[src/rtl/ks_sub_pkg.sv]
// rtl/ks_sub_pkg.sv - shared constants, FSM state type and overflow helper for the serial subtractor
package ks_sub_pkg;

  localparam int SLICE_W = 4;

  typedef enum logic [1:0] {
    IDLE = 2'd0,
    RUN  = 2'd1,
    DONE = 2'd2
  } state_e;

  // Signed overflow of a - b: operands differ in sign and the result sign departs from a.
  function automatic logic sub_overflow(input logic a_msb, input logic b_msb, input logic d_msb);
    return (a_msb != b_msb) && (d_msb != a_msb);
  endfunction

endpackage

[src/rtl/ks_sub_slice.sv]
// rtl/ks_sub_slice.sv - combinational 4-bit Kogge-Stone prefix adder with carry-in
module ks_sub_slice (
  input  logic [3:0] x,
  input  logic [3:0] y,
  input  logic       cin,
  output logic [3:0] s,
  output logic       cout
);

  logic [3:0] g, p;
  logic [3:0] g1, p1;
  logic [3:0] g2;

  // Prefix tree: carry-in folded into bit 0 generate, then distance-1 and distance-2 combine.
  always_comb begin
    g = x & y;
    p = x ^ y;

    g1[0] = g[0] | (p[0] & cin);
    p1[0] = p[0];
    g1[1] = g[1] | (p[1] & g1[0]);
    p1[1] = p[1] & p[0];
    g1[2] = g[2] | (p[2] & g[1]);
    p1[2] = p[2] & p[1];
    g1[3] = g[3] | (p[3] & g[2]);
    p1[3] = p[3] & p[2];

    g2[0] = g1[0];
    g2[1] = g1[1];
    g2[2] = g1[2] | (p1[2] & g1[0]);
    g2[3] = g1[3] | (p1[3] & g1[1]);

    s[0] = p[0] ^ cin;
    s[1] = p[1] ^ g2[0];
    s[2] = p[2] ^ g2[1];
    s[3] = p[3] ^ g2[2];
    cout = g2[3];
  end

endmodule

[src/rtl/ks_serial_subtractor.sv]
// rtl/ks_serial_subtractor.sv - nibble-serial a - b using one Kogge-Stone slice per cycle
module ks_serial_subtractor
  import ks_sub_pkg::*;
#(
  parameter int WIDTH = 16
) (
  input  logic             clk,
  input  logic             rst,
  input  logic             in_valid,
  output logic             in_ready,
  input  logic [WIDTH-1:0] a,
  input  logic [WIDTH-1:0] b,
  output logic             out_valid,
  input  logic             out_ready,
  output logic [WIDTH-1:0] diff,
  output logic             borrow_out,
  output logic             overflow
);

  localparam int N     = WIDTH / SLICE_W;
  localparam int CNT_W = (N > 1) ? $clog2(N) : 1;

  state_e             state_q, state_d;
  logic [CNT_W-1:0]   cnt_q, cnt_d;
  logic               carry_q, carry_d;
  logic [WIDTH-1:0]   a_q, a_d;
  logic [WIDTH-1:0]   nb_q, nb_d;
  logic [WIDTH-1:0]   work_q, work_d;
  logic [WIDTH-1:0]   diff_q, diff_d;
  logic               borrow_q, borrow_d;
  logic               ovf_q, ovf_d;

  logic [SLICE_W-1:0] x_nib, y_nib, s_nib;
  logic               slice_cout;

  // Pick the operand nibbles addressed by the slice counter.
  always_comb begin
    x_nib = '0;
    y_nib = '0;
    for (int k = 0; k < N; k++) begin
      if (cnt_q == CNT_W'(k)) begin
        x_nib = a_q[k*SLICE_W +: SLICE_W];
        y_nib = nb_q[k*SLICE_W +: SLICE_W];
      end
    end
  end

  ks_sub_slice u_slice (
    .x    (x_nib),
    .y    (y_nib),
    .cin  (carry_q),
    .s    (s_nib),
    .cout (slice_cout)
  );

  // Next-state logic: accept in IDLE, one slice per RUN cycle, publish the result on leaving RUN.
  always_comb begin
    state_d  = state_q;
    cnt_d    = cnt_q;
    carry_d  = carry_q;
    a_d      = a_q;
    nb_d     = nb_q;
    work_d   = work_q;
    diff_d   = diff_q;
    borrow_d = borrow_q;
    ovf_d    = ovf_q;
    case (state_q)
      IDLE: begin
        if (in_valid) begin
          a_d     = a;
          nb_d    = ~b;
          carry_d = 1'b1;
          cnt_d   = '0;
          state_d = RUN;
        end
      end
      RUN: begin
        for (int k = 0; k < N; k++) begin
          if (cnt_q == CNT_W'(k)) begin
            work_d[k*SLICE_W +: SLICE_W] = s_nib;
          end
        end
        carry_d = slice_cout;
        if (cnt_q == CNT_W'(N - 1)) begin
          state_d  = DONE;
          diff_d   = work_d;
          borrow_d = ~slice_cout;
          ovf_d    = sub_overflow(a_q[WIDTH-1], ~nb_q[WIDTH-1], work_d[WIDTH-1]);
        end else begin
          cnt_d = cnt_q + CNT_W'(1);
        end
      end
      DONE: begin
        if (out_ready) begin
          state_d = IDLE;
        end
      end
      default: state_d = IDLE;
    endcase
  end

  // State and datapath registers; reset abandons any operation in flight.
  always_ff @(posedge clk or posedge rst) begin
    if (rst) begin
      state_q  <= IDLE;
      cnt_q    <= '0;
      carry_q  <= 1'b0;
      a_q      <= '0;
      nb_q     <= '0;
      work_q   <= '0;
      diff_q   <= '0;
      borrow_q <= 1'b0;
      ovf_q    <= 1'b0;
    end else begin
      state_q  <= state_d;
      cnt_q    <= cnt_d;
      carry_q  <= carry_d;
      a_q      <= a_d;
      nb_q     <= nb_d;
      work_q   <= work_d;
      diff_q   <= diff_d;
      borrow_q <= borrow_d;
      ovf_q    <= ovf_d;
    end
  end

  assign in_ready   = (state_q == IDLE);
  assign out_valid  = (state_q == DONE);
  assign diff       = diff_q;
  assign borrow_out = borrow_q;
  assign overflow   = ovf_q;

endmodule

[config.mk]
export PLATFORM = sky130hd
export DESIGN_NAME = ks_serial_subtractor
export DESIGN_NICKNAME = d
export VERILOG_FILES = /design/src/rtl/ks_sub_pkg.sv /design/src/rtl/ks_sub_slice.sv /design/src/rtl/ks_serial_subtractor.sv
export SDC_FILE = /design/constraint.sdc
export NUM_CORES = 1
export LEC_CHECK = 0
export ABC_AREA = 1
export BUFFER_PORTS_ARGS = -buffer_cell sky130_fd_sc_hd__buf_2
export CORE_UTILIZATION = 50
export DETAILED_ROUTE_END_ITERATION = 10
export PLACE_DENSITY_LB_ADDON = 0.1
export SKIP_CTS_REPAIR_TIMING = 1
export SYNTH_ARGS = -nofsm -noshare
export SYNTH_HDL_FRONTEND = slang
export SYNTH_SLANG_ARGS = --single-unit
[constraint.sdc]
create_clock -name clk -period 3.85 [get_ports clk]
set_clock_uncertainty 0.15 [all_clocks]
set_input_delay 0 -clock clk [delete_from_list [all_inputs] [get_ports clk]]
set_output_delay 0 -clock clk [all_outputs]
set_load 0.05 [all_outputs]
==> flow_summary.toml <==
[cts]
cts_tree = "built"
clock_sinks = 68
cts_buffer_depth = 2
cts_buffers = 9
clk_pin_slew_ns = 0.07
clk_latency_ns = 0.34
h-tree-depth = 3
cts_root_buf = "clkbuf_8"

[worst_setup_path]
cp.arrival_ns = 3.37
critPathMaxFanout = 15
slowest_delay_ns = 0.48
worstPathRequired_ns = 3.96
cp_cell_sequence = "inv_1 > ha_1 > inv_1 > o21ai_0 > o21ai_0 > o21ai_0 > fa_1 > inv_1 > fa_1 > inv_1 > nand2_1 > nand2_1 > inv_1 > nand2_1 > o21ai_0 > o21ai_0"
slowest_stage = "ha_1"
setup.worst_path.start_class = "flip-flop"
worstSetupPathType = "reg2reg"
critPathBufInv = 5
critPathCaptureType = "flip-flop"
path_delay_family = "adder cells"

[floorplanning]
num_rows = 28
die_area_um2 = 6540
chipWidth_um = 80.9
coreArea_um2 = 5960
chipHeight_um = 80.9
start_util_pct = 52.2
ios = 56

[grt]
grt-ovfl-total = 0
use_met3_pct = 5.84
grt_pass1_vias = 2281
grt_max_degree = 56
grtUsageTotal_pct = 21.9
use_met2_pct = 33.4
antenna_found_initial = 0
grt_pass1_wl_um = 10700
busiest_layer = "met2"
grtUsageMet1_pct = 29.3

[final_layout]
fin_nets = 484
diodes = 0
design_area_um2 = 3920
drive_gt1_share_pct = 18.8
syn_to_final_growth_pct = 26.2

[power]
peakVddDrop_v = 0.000490
power_w = 0.00384
p_leak_nw = 1.99
power.density_nw_per_um2 = 980

[logic_synthesis]
ys_warn_count = 0
syn_nets = 397
netlist_instances = 352
synth_top_cell_by_area = "dfrtp_1"
ys_top_cells_by_area = "dfrtp_1 (55%), nand2_1 (12%), o21ai_0 (9.0%), a21oi_1 (3.4%), inv_1 (3.4%)"
synth_area_um2 = 3110
avgSynthCellArea_um2 = 8.83
synth_top_area_share_pct = 54.7
ys_seq_area_share_pct = 54.7
ys_ff_latch = 68
synth.distinct_cells = 23

[timing]
rsz0062_at_grt = "no"
fmax_ghz = 0.307
worst_slew_pin_slew_ns = 0.917
min_period_ns = 3.26
setup_violations = 0
holdWs_ns = 0.163
final.setup.tns_ns = 0
hold_viol = 0
slew_viol_final = 0
relSlewSlack_pct = 38.7
timing.final.crit_share_pct = 84.7

[drt]
routedWlPerCell_um = 12.9
ant_nets = 0
dr.first_iter.drc_count = 108
wl_um = 6670
dr.pass1.iters = 4
via_per_inst = 5.03
drc = 0
vias = 2598

[flow_run]
cap_violations = 0

[place]
portBuffers = 55
place_area_um2 = 3430
place_congestion = 0.880
dp_hpwl_um = 4430

[hold_path]
hp-class = "in2async"

[status]
status = "finished clean"
==> per-stage QoR <==
stage	setup slack (ns)	util [%]	cells
finish	0.591	65.9	517
global route	0.211	65.9	517
CTS	0.603	60.1	483
detailed placement	0.648	57.5	469
global placement	0.807	57.5	469
floorplan	1.04	-	352
==> cell type report <==
type                            instances  area [µm²]
Clock inverter                          3        15.0
Fill cell                             530        2030
Clock buffer                           11         141
Timing Repair Buffer                   91         631
Sequential cell                        68        1700
Tap cell                               75        93.8
Inverter                               33         124
Multi-Input combinational cell        236        1220
==> cells in the mapped netlist <==
| cell | number |
|---|---|
| mux2_1 | 7 |
| nor2_4 | 1 |
| buf_2 | 3 |
| o211ai_1 | 3 |
| clkbuf_1 | 11 |
| clkinv_1 | 1 |
| inv_2 | 4 |
| nor2_1 | 13 |
| nand2_1 | 96 |
| buf_6 | 1 |
| o21ai_1 | 8 |
| a21oi_1 | 21 |
| dfrtp_1 | 68 |
| o31ai_1 | 1 |
| o21ai_0 | 56 |
| ha_1 | 7 |
| nand2_2 | 1 |
| mux2_2 | 4 |
| nor2_2 | 1 |
| nand3_1 | 14 |
| fa_1 | 2 |
| or2_2 | 1 |
| inv_1 | 28 |
==> state kept, by name (all words and copies together), names as in the netlist <==
register and flops:
state_q 2, carry_q 1, a_q 16, cnt_q 2, work_q 13, borrow_out 1, nb_q 16, diff 16
overflow 1
==> layer usage <==
| layer | vias to the layer above | wire, µm |
|---|---|---|
| met2 | 65 | 3210 |
| li1 | 1327 | - |
| met1 | 1196 | 3060 |
| met4 | 0 | 73 |
| met3 | 10 | 322 |
| met5 | - | 0 |
==> kinds of logic (layout without fill, tap and decap cells) <==
group / count (synthesis) / count (layout) / share of synthesized area (%)
mux: 11 / 11 / 3.98
buf+inv: 48 / 138 / 6.16
flops: 68 / 68 / 54.7
fa+ha+maj: 9 / 9 / 4.10
simple gates: 127 / 127 / 16.4
compound gates: 89 / 89 / 14.6
==> worst reg2reg max path, cell delays in order (launching register included) <==
cell and delay (ns):
dfrtp_1 0.40, inv_1 0.10, ha_1 0.48, inv_1 0.27, o21ai_0 0.20, o21ai_0 0.08, o21ai_0 0.14, fa_1 0.25
inv_1 0.08, fa_1 0.41, inv_1 0.09, nand2_1 0.05, nand2_1 0.10, inv_1 0.07, nand2_1 0.06, o21ai_0 0.10
o21ai_0 0.17
==> report_power, final <==
part	switching (W)	internal (W)
clock	0.000245	0.000241
combinational	0.00144	0.000683
sequential	0.000178	0.00106
total	0.00186	0.00198
==> final timing paths <==
kind,startpoint,end,slack (ns),cells after the start
worst max-delay path,cnt_q[1],work_q[10],0.59,16
worst min-delay path,rst,a_q[10],0.16,3
worst max register to register,cnt_q[1],work_q[10],0.59,16
worst min register to register,diff[4],diff[4],0.32,2
max in group asynchronous,rst,work_q[3],2.49,4
min in group clk,out_ready,state_q[1],0.22,3
==> cell usage in the layout, fill, tap and decap left out, types with 2 or more instances in the layout <==
master         synthesis  final
nand2_1               96     96
dfrtp_1               68     68
o21ai_0               56     56
buf_2                  3     55
dlygate4sd3_1          0     34
inv_1                 28     27
a21oi_1               21     21
nand3_1               14     14
nor2_1                13     13
clkbuf_8               0     10
o21ai_1                8      8
mux2_1                 7      7
ha_1                   7      7
inv_2                  4      5
mux2_2                 4      4
o211ai_1               3      3
clkinv_2               0      3
fa_1                   2      2
buf_4                  0      2
(Power assumes the default switching activity.)
